File: config.mk
export PLATFORM = sky130hd
export DESIGN_NAME = addsub_serial_nbit
export DESIGN_NICKNAME = d
export VERILOG_FILES = /design/src/rtl/alu_pkg.sv /design/src/rtl/addsub_digit.sv /design/src/rtl/addsub_serial_nbit.sv
export SDC_FILE = /design/constraint.sdc
export NUM_CORES = 1
export LEC_CHECK = 0
export BUFFER_PORTS_ARGS = -buffer_cell sky130_fd_sc_hd__buf_2
export CORE_UTILIZATION = 38
export CTS_CLUSTER_SIZE = 8
export DETAILED_ROUTE_END_ITERATION = 7
export PLACE_DENSITY = 0.61
export SYNTH_ARGS = -nofsm -noshare
export SYNTH_HDL_FRONTEND = slang
export SYNTH_SLANG_ARGS = --single-unit
File: constraint.sdc
create_clock -name clk -period 7.3 [get_ports clk]
set_input_delay 1.46 -clock clk [delete_from_list [all_inputs] [get_ports clk]]
set_output_delay 1.46 -clock clk [all_outputs]
set_load 0.02 [all_outputs]
File: src/rtl/alu_pkg.sv
// Shared types for the serial add/subtract datapath: FSM states and op encodings.
package alu_pkg;

  typedef enum logic [1:0] {
    IDLE = 2'd0,
    RUN  = 2'd1,
    DONE = 2'd2
  } state_e;

  localparam logic OP_ADD = 1'b0;
  localparam logic OP_SUB = 1'b1;

endpackage

File: src/rtl/addsub_digit.sv
// Combinational DIGIT-bit ripple adder. Subtraction is handled upstream by inverting
// the operand when it is latched, so each cell runs with its op input tied to add.
module addsub_digit #(
  parameter int DIGIT = 8
) (
  input  logic [DIGIT-1:0] x,
  input  logic [DIGIT-1:0] y,
  input  logic             cin,
  output logic [DIGIT-1:0] sum,
  output logic             cout,
  output logic             c_msb
);

  localparam logic CELL_OP = 1'b0;

  logic [DIGIT:0] c;

  assign c[0] = cin;

  for (genvar i = 0; i < DIGIT; i++) begin : g_cell
    logic yb;
    assign yb       = y[i] ^ CELL_OP;
    assign sum[i]   = x[i] ^ yb ^ c[i];
    assign c[i+1]   = (x[i] & yb) | (c[i] & (x[i] ^ yb));
  end

  assign cout  = c[DIGIT];
  assign c_msb = c[DIGIT-1];

endmodule

File: src/rtl/addsub_serial_nbit.sv
// Digit-serial WIDTH-bit add/subtract: DIGIT bits per RUN cycle, out_valid NDIG+1 edges
// after accept counting the accept edge; result/flags held in DONE until out_ready.
module addsub_serial_nbit
  import alu_pkg::*;
#(
  parameter int WIDTH = 32,
  parameter int DIGIT = 8
) (
  input  logic             clk,
  input  logic             rst_n,
  input  logic             in_valid,
  output logic             in_ready,
  input  logic [WIDTH-1:0] a,
  input  logic [WIDTH-1:0] b,
  input  logic             op,
  output logic             out_valid,
  input  logic             out_ready,
  output logic [WIDTH-1:0] result,
  output logic             cout,
  output logic             ovf,
  output logic             zero
);

  localparam int NDIG = WIDTH / DIGIT;
  localparam int CW   = $clog2(NDIG + 1);
  localparam logic [CW-1:0] LAST = CW'(NDIG - 1);

  state_e           state_q, state_d;
  logic [WIDTH-1:0] a_q, a_d;
  logic [WIDTH-1:0] b_q, b_d;
  logic [WIDTH-1:0] acc_q, acc_d;
  logic [WIDTH-1:0] result_q, result_d;
  logic             carry_q, carry_d;
  logic [CW-1:0]    cnt_q, cnt_d;
  logic             cout_q, cout_d;
  logic             ovf_q, ovf_d;
  logic             zero_q, zero_d;

  logic [DIGIT-1:0] dsum;
  logic             dcout;
  logic             dc_msb;
  logic [WIDTH-1:0] acc_shift;

  addsub_digit #(.DIGIT(DIGIT)) u_digit (
    .x     (a_q[DIGIT-1:0]),
    .y     (b_q[DIGIT-1:0]),
    .cin   (carry_q),
    .sum   (dsum),
    .cout  (dcout),
    .c_msb (dc_msb)
  );

  // Each new digit sum enters at the top, so after NDIG steps the low digit sits at bit 0.
  if (NDIG == 1) begin : g_acc_single
    assign acc_shift = dsum;
  end else begin : g_acc_multi
    assign acc_shift = {dsum, acc_q[WIDTH-1:DIGIT]};
  end

  always_comb begin
    state_d  = state_q;
    a_d      = a_q;
    b_d      = b_q;
    acc_d    = acc_q;
    result_d = result_q;
    carry_d  = carry_q;
    cnt_d    = cnt_q;
    cout_d   = cout_q;
    ovf_d    = ovf_q;
    zero_d   = zero_q;

    case (state_q)
      IDLE: begin
        if (in_valid) begin
          a_d     = a;
          b_d     = b ^ {WIDTH{op == OP_SUB}};
          carry_d = (op == OP_SUB);
          cnt_d   = '0;
          acc_d   = '0;
          state_d = RUN;
        end
      end
      RUN: begin
        a_d     = a_q >> DIGIT;
        b_d     = b_q >> DIGIT;
        acc_d   = acc_shift;
        carry_d = dcout;
        cnt_d   = cnt_q + CW'(1);
        if (cnt_q == LAST) begin
          result_d = acc_shift;
          cout_d   = dcout;
          ovf_d    = dc_msb ^ dcout;
          zero_d   = (acc_shift == '0);
          state_d  = DONE;
        end
      end
      DONE: begin
        if (out_ready) begin
          state_d = IDLE;
        end
      end
      default: state_d = IDLE;
    endcase
  end

  always_ff @(posedge clk or negedge rst_n) begin
    if (!rst_n) begin
      state_q  <= IDLE;
      a_q      <= '0;
      b_q      <= '0;
      acc_q    <= '0;
      result_q <= '0;
      carry_q  <= 1'b0;
      cnt_q    <= '0;
      cout_q   <= 1'b0;
      ovf_q    <= 1'b0;
      zero_q   <= 1'b0;
    end else begin
      state_q  <= state_d;
      a_q      <= a_d;
      b_q      <= b_d;
      acc_q    <= acc_d;
      result_q <= result_d;
      carry_q  <= carry_d;
      cnt_q    <= cnt_d;
      cout_q   <= cout_d;
      ovf_q    <= ovf_d;
      zero_q   <= zero_d;
    end
  end

  assign in_ready  = (state_q == IDLE);
  assign out_valid = (state_q == DONE);
  assign result    = result_q;
  assign cout      = cout_q;
  assign ovf       = ovf_q;
  assign zero      = zero_q;

endmodule
==> results by stage, run 1 <==
Timing:
- The number of max-slew violations in the final report is 0.
- Hold is met by 0.477 ns.
- Derived from the worst setup path, the maximum achievable clock frequency is 251 MHz.
- Setup repair after global routing left no endpoint under its margin.
- The final critical-path setup slack is 3.31 ns.
- Setup total negative slack on the finished layout was measured at 0 ns.
- The share of the clock period used by the worst path after layout is 54.6%.
- For the finished layout, the period the worst path requires is 3.99 ns.
- For the pin with the worst max-slew slack, the measured transition is 0.983 ns.
- Measured against its own limit, the worst slew margin works out to 34.5%.
- The clock arrives with 0.00622 ns of skew.
- Setup violations remaining at the end of the flow were counted as 0.
- The final hold violation count came to 0.

Setup path:
- In this run the worst path has a maximum fanout of 3.
- The class of the most critical setup path is reg -> reg.
- STA classifies the critical path endpoint as a flip-flop.
- The number of cells traversed by the worst register-to-register path is 16.
- The element type at the critical path start is a flip-flop.
- For the worst setup path, the data required time is 7.62 ns.
- The worst endpoint data arrival time is 4.30 ns.

Power and ir drop:
- For this design the static power due to leakage is 3.25 nW.
- In this run the power density over the cells is 475 nW/um2.
- VDD sags by at most 198 uV.

Logic synthesis:
- The leading area contributor after synthesis is sky130_fd_sc_hd__dfrtp_1.
- The async set-or-reset flop fraction in the synthesized netlist is 100%.
- After synthesis, the netlist uses 32 different library cells.
- The most used flip-flop cell after synthesis is sky130_fd_sc_hd__dfrtp_1.
- After synthesis, the most frequently instantiated cells are 129 x sky130_fd_sc_hd__dfrtp_1, 37 x sky130_fd_sc_hd__a22o_1, 32 x sky130_fd_sc_hd__nand2_1.
- The total of warnings raised by yosys is 0.
- After synthesis the netlist holds a flip-flop and latch count of 129.
- The cell area after synthesis is 5780 um2.
- The most common cell in the synthesized netlist is sky130_fd_sc_hd__dfrtp_1.
- The synthesized netlist net count is 560.
- Yosys mapped a number of flops with a built-in enable equal to 0.
- By area the synthesized netlist is led by sky130_fd_sc_hd__dfrtp_1 56%, sky130_fd_sc_hd__a22o_1 5.6%, sky130_fd_sc_hd__mux2_2 5.5%.
- The count of mapped cells out of synthesis is 481.
- The average footprint of a synthesized cell is 12.0 um2.
- Summed over its instances, the top area cell type makes up 55.9% of the synthesized netlist area.
- For this run, the register share of the synthesized area comes to 55.9%.

Clock tree:
- The number of buffers added for setup after CTS is 0.
- Gates resized during post-CTS repair numbered 0.
- TritonCTS built the clock tree.
- The clock transition at the registers of the reported paths is 0.05 ns.
- In this run the deepest clock path goes through 2 buffers.
- The hold-fix buffer count after cts is 0.
- The clock tree root buffer cell is sky130_fd_sc_hd__clkbuf_16.
- The TritonCTS buffer count is 17.
- At the later pin of the worst-skew pair, clock insertion delay measures 0.42 ns.
- The number of sinks on the clock net is 129.
- The number of H-tree levels is 4.

Placed design:
- After detailed placement, the total cell area comes to 6360 um2.
- The worst setup timing slack at the placement stage is 3.33 ns.
- The weighted congestion at the end of routability-driven global placement is 0.769.
- The count of port buffers added during placement is 105.
- The HPWL after detailed placement is 8450 um.

Final layout:
- The number of inserted filler cells in the final layout is 1377.
- The layout overhead on the synthesized area is 19.4%.
- The post-route netlist has 29.5% of its cells at a drive strength greater than 1.
- Cells fill 46.9% of the core in the end.
- The final layout contains 651 nets.
- The number of antenna diodes in the final layout is 0.
- The final design area excluding fillers is 6900 um2.

Floorplan:
- The boundary pin count is 106.
- The starting density of the core is 39.3%.
- The die width is 125 um.
- After floorplanning, the core was sized to cover 14700 um2.
- The area enclosed by the die boundary is 15700 um2.
- The vertical extent of the die is 125 um.
- The number of rows created at floorplan is 44.

Global routing:
- The total overflow left after global routing is 0.
- The first-pass GRT wire length is 21100 um.
- The via count of the first global-routing pass is 4110.
- The number of antenna violations at the first check in global routing is 0.
- Entering global routing, the biggest net connects 76 pins.
- The global routing usage summed across all routing layers is 17.4%.

Run status:
- The flow ran to the end, but the final reports show violations.
- The final reports fail on DRC.

Route:
- The first TritonRoute pass finished after 8 iterations.
- Detailed routing inserted a total of 3959 vias.
- In the routed design, unresolved DRC markers number 8.
- The top routing layer in use is met4.
- After detailed routing, the total wire length is 12600 um.
- The detail route stage leaves a number of antenna-violating nets equal to 0.
- After detailed routing, the met3 layer carries 528 um of wire.
- The routed wire length per instance is 16.4 um.
- The detailed-routed wire length on met2 is 6040 um.
- The wire length on met1 is 5760 um.
- The via density per instance is 5.15.
- The number of DRC violations after detailed-routing iteration 0 is 267.

Job:
- The count of max-cap constraint violations is 0.

Min path:
- The number of cells on the worst hold path is 2.
- The path category of the worst min-delay check is reg -> reg.
where the power goes:
part	internal [mW]	switching [mW]	leakage [nW]
clock	0.472	0.288	0.272
combinational	0.571	0.684	1.34
sequential	1.03	0.235	1.64
state kept, by name, indices dropped and copies added (netlist names):
register,count
carry_q,1
a_q,32
ovf,1
cout,1
result,32
zero,1
acc_q,24
cnt_q,3
state_q,2
b_q,32
path summary, 6_finish.rpt:
check                       start    endpoint  slack, ns
setup reg to reg           a_q[0]        zero       3.31
max in group asynchronous   rst_n  state_q[1]       4.74
hold / removal             a_q[8]      a_q[8]       0.48
setup / recovery           a_q[0]        zero       3.31
hold reg to reg            a_q[8]      a_q[8]       0.48
min in group asynchronous   rst_n  result[12]       1.08
kinds of logic after synthesis:
| group | synth area share (%) |
|---|---|
| compound gates | 18.6 |
| xor+xnor | 5.00 |
| fa+ha+maj | 3.21 |
| buf+inv | 4.68 |
| flops | 55.9 |
| mux | 5.46 |
| simple gates | 7.13 |
cell usage in the layout (no fill, tap or decap), types with 9 or more instances in the layout:
| master | instances |
|---|---|
| sky130_fd_sc_hd__xor2_1 | 9 |
| sky130_fd_sc_hd__nand2_1 | 32 |
| sky130_fd_sc_hd__o22a_1 | 24 |
| sky130_fd_sc_hd__clkbuf_16 | 17 |
| sky130_fd_sc_hd__buf_2 | 104 |
| sky130_fd_sc_hd__o21ai_0 | 26 |
| sky130_fd_sc_hd__a21oi_1 | 27 |
| sky130_fd_sc_hd__dfrtp_1 | 127 |
| sky130_fd_sc_hd__a22o_1 | 37 |
| sky130_fd_sc_hd__xnor2_1 | 24 |
| sky130_fd_sc_hd__nor2b_1 | 25 |
| sky130_fd_sc_hd__inv_1 | 15 |
| sky130_fd_sc_hd__mux2_2 | 28 |
| sky130_fd_sc_hd__a22oi_1 | 24 |
metrics by stage:
stage	std cells	total power [mW]
after floorplan	481	2.19
after global placement	737	2.51
after detailed placement	737	2.55
after CTS	768	3.32
after global routing	768	3.52
final	768	3.28
per-layer routing:
layer | up-vias | track usage, %
met5 | - | 0
li1 | 1900 | -
met4 | 0 | 7.53
met3 | 18 | 4.24
met2 | 104 | 28.4
met1 | 1937 | 22.0
critical path: stages, from the launching register on:
cell                       delay (ns)
sky130_fd_sc_hd__dfrtp_1         0.31
sky130_fd_sc_hd__inv_1           0.06
sky130_fd_sc_hd__fa_1            0.43
sky130_fd_sc_hd__fa_1            0.37
sky130_fd_sc_hd__inv_1           0.09
sky130_fd_sc_hd__fa_1            0.20
sky130_fd_sc_hd__fa_1            0.19
sky130_fd_sc_hd__fa_1            0.16
sky130_fd_sc_hd__inv_1           0.05
sky130_fd_sc_hd__fa_1            0.35
sky130_fd_sc_hd__inv_1           0.07
sky130_fd_sc_hd__fa_1            0.20
sky130_fd_sc_hd__inv_1           0.06
sky130_fd_sc_hd__fa_1            0.51
sky130_fd_sc_hd__nor4bb_1        0.38
sky130_fd_sc_hd__nand4_1         0.16
sky130_fd_sc_hd__o41ai_2         0.28
cell type report:
cell class | instances | area (um2) | area share, %
inverter | 15 | 56.3 | 0.816
multi-input combinational | 299 | 2280 | 33.0
tap | 184 | 230 | 3.34
sequential | 129 | 3230 | 46.8
clock buffer | 25 | 505 | 7.33
clock inverter | 6 | 30.0 | 0.435
timing repair buffer | 110 | 566 | 8.20
Power figures use the tool's default switching activity.
==> run 2, diff against run 1 <==
- ABC_AREA: not set -> 1
- clock period: 7.3 -> 3.8 ns (I/O delays scaled with it)
==> results by stage, run 2 <==
Setup path:
- The critical path's most frequent cell is sky130_fd_sc_hd__fa_2.
- The worst endpoint data arrival time is 3.90 ns (-0.40 ns).
- The delay of the slowest cell on the worst path is 0.46 ns (-0.05 ns).
- The critical path is of the reg -> reg type.
- The worst setup path is launched from a flip-flop.
- The critical path goes through inv_1 > fa_2 > fa_2 > inv_2 > fa_2 > fa_2 > fa_2 > inv_2 > fa_2 > inv_2 > fa_2 > inv_2 > fa_1 > inv_1 > nor2_1 > nand2_1 > nor2_1 > nand3_1 > o21bai_1.
- The maximum fanout count along the critical path is 3 (unchanged).
- The worst setup path is captured at a flip-flop.
- The required arrival time at the worst endpoint is 4.10 ns (-3.52 ns).
- The slowest stage of the critical path is the sky130_fd_sc_hd__fa_1 cell.

Final layout:
- The non-filler instance count after layout came to 887 (+15%).
- The number of nets in the layout came to 770 (+18%).
- The final design area excluding fillers is 6890 um2 (-0.15%).
- The layout overhead on the synthesized area is 20.4%.
- The final cell utilization of the core is 47.2% (+0.29 points).
- In the layout the commonest cells are 142 x sky130_fd_sc_hd__nand2_1, 129 x sky130_fd_sc_hd__dfrtp_1, 104 x sky130_fd_sc_hd__buf_2, 50 x sky130_fd_sc_hd__o21ai_0, 44 x sky130_fd_sc_hd__inv_1.
- The count of inserted antenna diode cells was 0 (unchanged).
- The library cell used most frequently in the layout, excluding fill and tap cells, is sky130_fd_sc_hd__nand2_1.
- The share of layout cells above drive strength 1 is 23.2% (-6.3 points).

Timing:
- The share of the clock period used by the worst path after layout is 94.8% (+40 points).
- The tightest hold margin is 0.409 ns (-0.0688 ns).
- The time the final worst path needs with I/O delays and setup came to 3.60 ns (-0.382 ns).
- The final worst clock skew came to 0.0101 ns (+0.00391 ns).
- The maximum operating frequency is 278 MHz (+11%).
- The summed negative setup slack over all endpoints is 0 ns (unchanged).
- The number of max-slew violations in the final report was 0 (unchanged).
- The worst slew slack as a fraction of its limit came to 33.7% (-0.74 points).
- The final setup violation count is 0 (unchanged).
- Setup repair after global routing could not meet its margin everywhere.
- The final critical-path setup slack is 0.197 ns (-3.12 ns).
- The measured slew at the worst slew-check pin is 0.993 ns (+0.00961 ns).
- The final hold violation count is 0 (unchanged).

Global routing:
- The global routing usage summed across all routing layers is 17.4% (+0.042 points).
- The first-pass GRT wire length is 21400 um (+1.5%).
- The via count of the first global-routing pass is 4260 (+3.6%).
- The total overflow reported by the global router was 0 (unchanged).
- The largest net degree at the start of global routing came to 68 (-11%).
- The number of antenna violations at the first check in global routing was 0 (unchanged).

Placed design:
- The weighted congestion at the end of routability-driven global placement is 0.780 (+1.4%).
- The placed instance count came to 855 (+16%).
- The post-place instance area is 6270 um2 (-1.4%).
- The worst setup timing slack at the placement stage is 0.124 ns (-3.20 ns).
- The HPWL after detailed placement came to 8640 um (+2.2%).
- The count of port buffers added during placement is 105 (unchanged).

Run status:
- The run finished with clean final reports.

Logic synthesis:
- The most used flip-flop cell after synthesis is sky130_fd_sc_hd__dfrtp_1.
- The share of the yosys chip area belonging to registers was 56.4% (+0.55 points).
- The total of warnings raised by yosys was 0 (unchanged).
- The async set-or-reset flop fraction in the synthesized netlist is 100% (unchanged).
- The synthesized netlist net count is 676 (+21%).
- The most frequent cell after synthesis is sky130_fd_sc_hd__nand2_1.
- The top-area cell type share of the netlist area is 56.4% (+0.55 points).
- The cell area after synthesis is 5720 um2 (-0.97%).
- The count of mapped cells out of synthesis was 597 (+24%).
- The number of library cell types mapped by synthesis is 31 (-3.1%).
- In the synthesized netlist, the cells that appear most often are 142 x sky130_fd_sc_hd__nand2_1, 129 x sky130_fd_sc_hd__dfrtp_1, 50 x sky130_fd_sc_hd__o21ai_0.
- The average footprint of a synthesized cell came to 9.58 um2 (-20%).
- The count of flip-flops with a built-in enable after synthesis is 0 (unchanged).
- Yosys attributes the largest share of cell area to sky130_fd_sc_hd__dfrtp_1 56%, sky130_fd_sc_hd__nand2_1 9.3%, sky130_fd_sc_hd__o21ai_0 4.4%.
- The flip-flop and latch count after synthesis came to 129 (unchanged).
- The leading area contributor after synthesis is sky130_fd_sc_hd__dfrtp_1.

Clock tree:
- The number of H-tree levels is 4 (unchanged).
- The clock transition at the registers of the reported paths is 0.06 ns (about the same).
- The root buffer cell chosen for the clock tree is sky130_fd_sc_hd__clkbuf_16.
- The insertion delay of the later-clocked pin in the worst-skew pair is 0.41 ns (about the same).
- The TritonCTS buffer count is 17 (unchanged).
- The number of sinks on the clock net is 129 (unchanged).
- TritonCTS built the clock tree.
- The hold-fix buffer count after cts was 0 (unchanged).
- The maximum count of clock buffers along a single path is 2 (unchanged).

Route:
- The routed length on met3 is 564 um (+6.8%).
- The routed wire length per instance is 14.2 um (-13%).
- The via density per instance is 4.83 (-6.3%).
- The final wirelength is 12600 um (+0.33%).
- In this run the top signal layer used is met4.
- The routed via count was 4286 (+8.3%).
- The total iterations of the first detailed-routing run is 4 (-4).
- The wire length on met1 is 5910 um (+2.7%).
- The detailed-routed wire length on met2 is 6010 um (-0.43%).
- The detailed-route DRC error count is 0 (-8).
- The number of antenna-violating nets in the routed design is 0 (unchanged).
- The number of DRC violations after detailed-routing iteration 0 was 311 (+16%).

Power and ir drop:
- The power consumption is 6.28 mW (+91%).
- The leakage power summed over all cells came to 3.35 nW (+3.1%).
- The power per standard cell area came to 911 nW/um2 (+92%).
- The maximum VDD drop is 319 uV (+61%).

Min path:
- The path category of the worst min-delay check is in -> async.

Floorplan:
- The die width is 125 um (-0.48%).
- The vertical extent of the die was 125 um (-0.48%).
- The area enclosed by the die boundary came to 15500 um2 (-0.96%).
- The starting density of the core is 39.2% (-0.089 points).
- The core box area was 14600 um2 (-0.75%).
- The boundary pin count came to 106 (unchanged).
- The number of rows created at floorplan came to 44 (unchanged).

Job:
- The count of max-cap constraint violations is 0 (unchanged).
-- run 2: final timing paths --
path / from / endpoint / slack (ns) / cells past startpoint
min reg2reg: result[0] / result[0] / 0.48 / 2
min in group clk: result[0] / result[0] / 0.48 / 2
max in group asynchronous: rst_n / acc_q[29] / 2.45 / 2
max: b_q[0] / zero / 0.20 / 19
max reg2reg: b_q[0] / zero / 0.20 / 19
min: rst_n / result[20] / 0.41 / 1
-- run 2: report_power, final --
part	internal (mW)	total, mW	switching, mW	leakage (nW)
clock network	1.03	1.60	0.575	0.284
logic	0.854	2.42	1.56	1.40
registers	1.96	2.26	0.297	1.67
-- run 2: timing repair --
| action | in CTS | in global routing |
|---|---|---|
| resized for setup | 0 | 12 |
| endpoints found under the setup margin | 0 | 1 |
| setup buffers | 0 | 1 |
| endpoints found under the hold margin | 0 | 0 |
-- run 2: final cells by class --
class	count	area [um2]
clock buffer	22	484
multi-input combinational	381	2080
sequential	129	3230
clock inverter	9	106
inverter	52	195
fill	1419	7700
timing repair buffer	110	566
tap	184	230
-- run 2: kinds of logic (layout without fill, tap and decap cells) --
group / Yosys count / count (layout) / share of synthesized area, %
compound gates: 128 / 128 / 13.2
xor+xnor: 33 / 33 / 5.05
fa+ha+maj: 10 / 10 / 3.24
buf+inv: 87 / 193 / 7.57
flops: 129 / 129 / 56.4
simple gates: 210 / 210 / 14.5
-- run 2: critical path, delay by kind of cell (launching register included) --
| family | cells | cell delay, ns |
|---|---|---|
| and+or+nand+nor | 4 | 0.20 |
| AOI/OAI and AO/OA | 1 | 0.07 |
| DFF | 1 | 0.36 |
| buffers and inverters | 6 | 0.39 |
| adders and majority gates | 8 | 2.48 |
-- run 2: layer usage --
layer / vias to the layer above / global-route usage [%]
met5: - / 0
met4: 0 / 6.17
met3: 13 / 3.74
met2: 110 / 27.7
met1: 2032 / 23.4
li1: 2131 / -
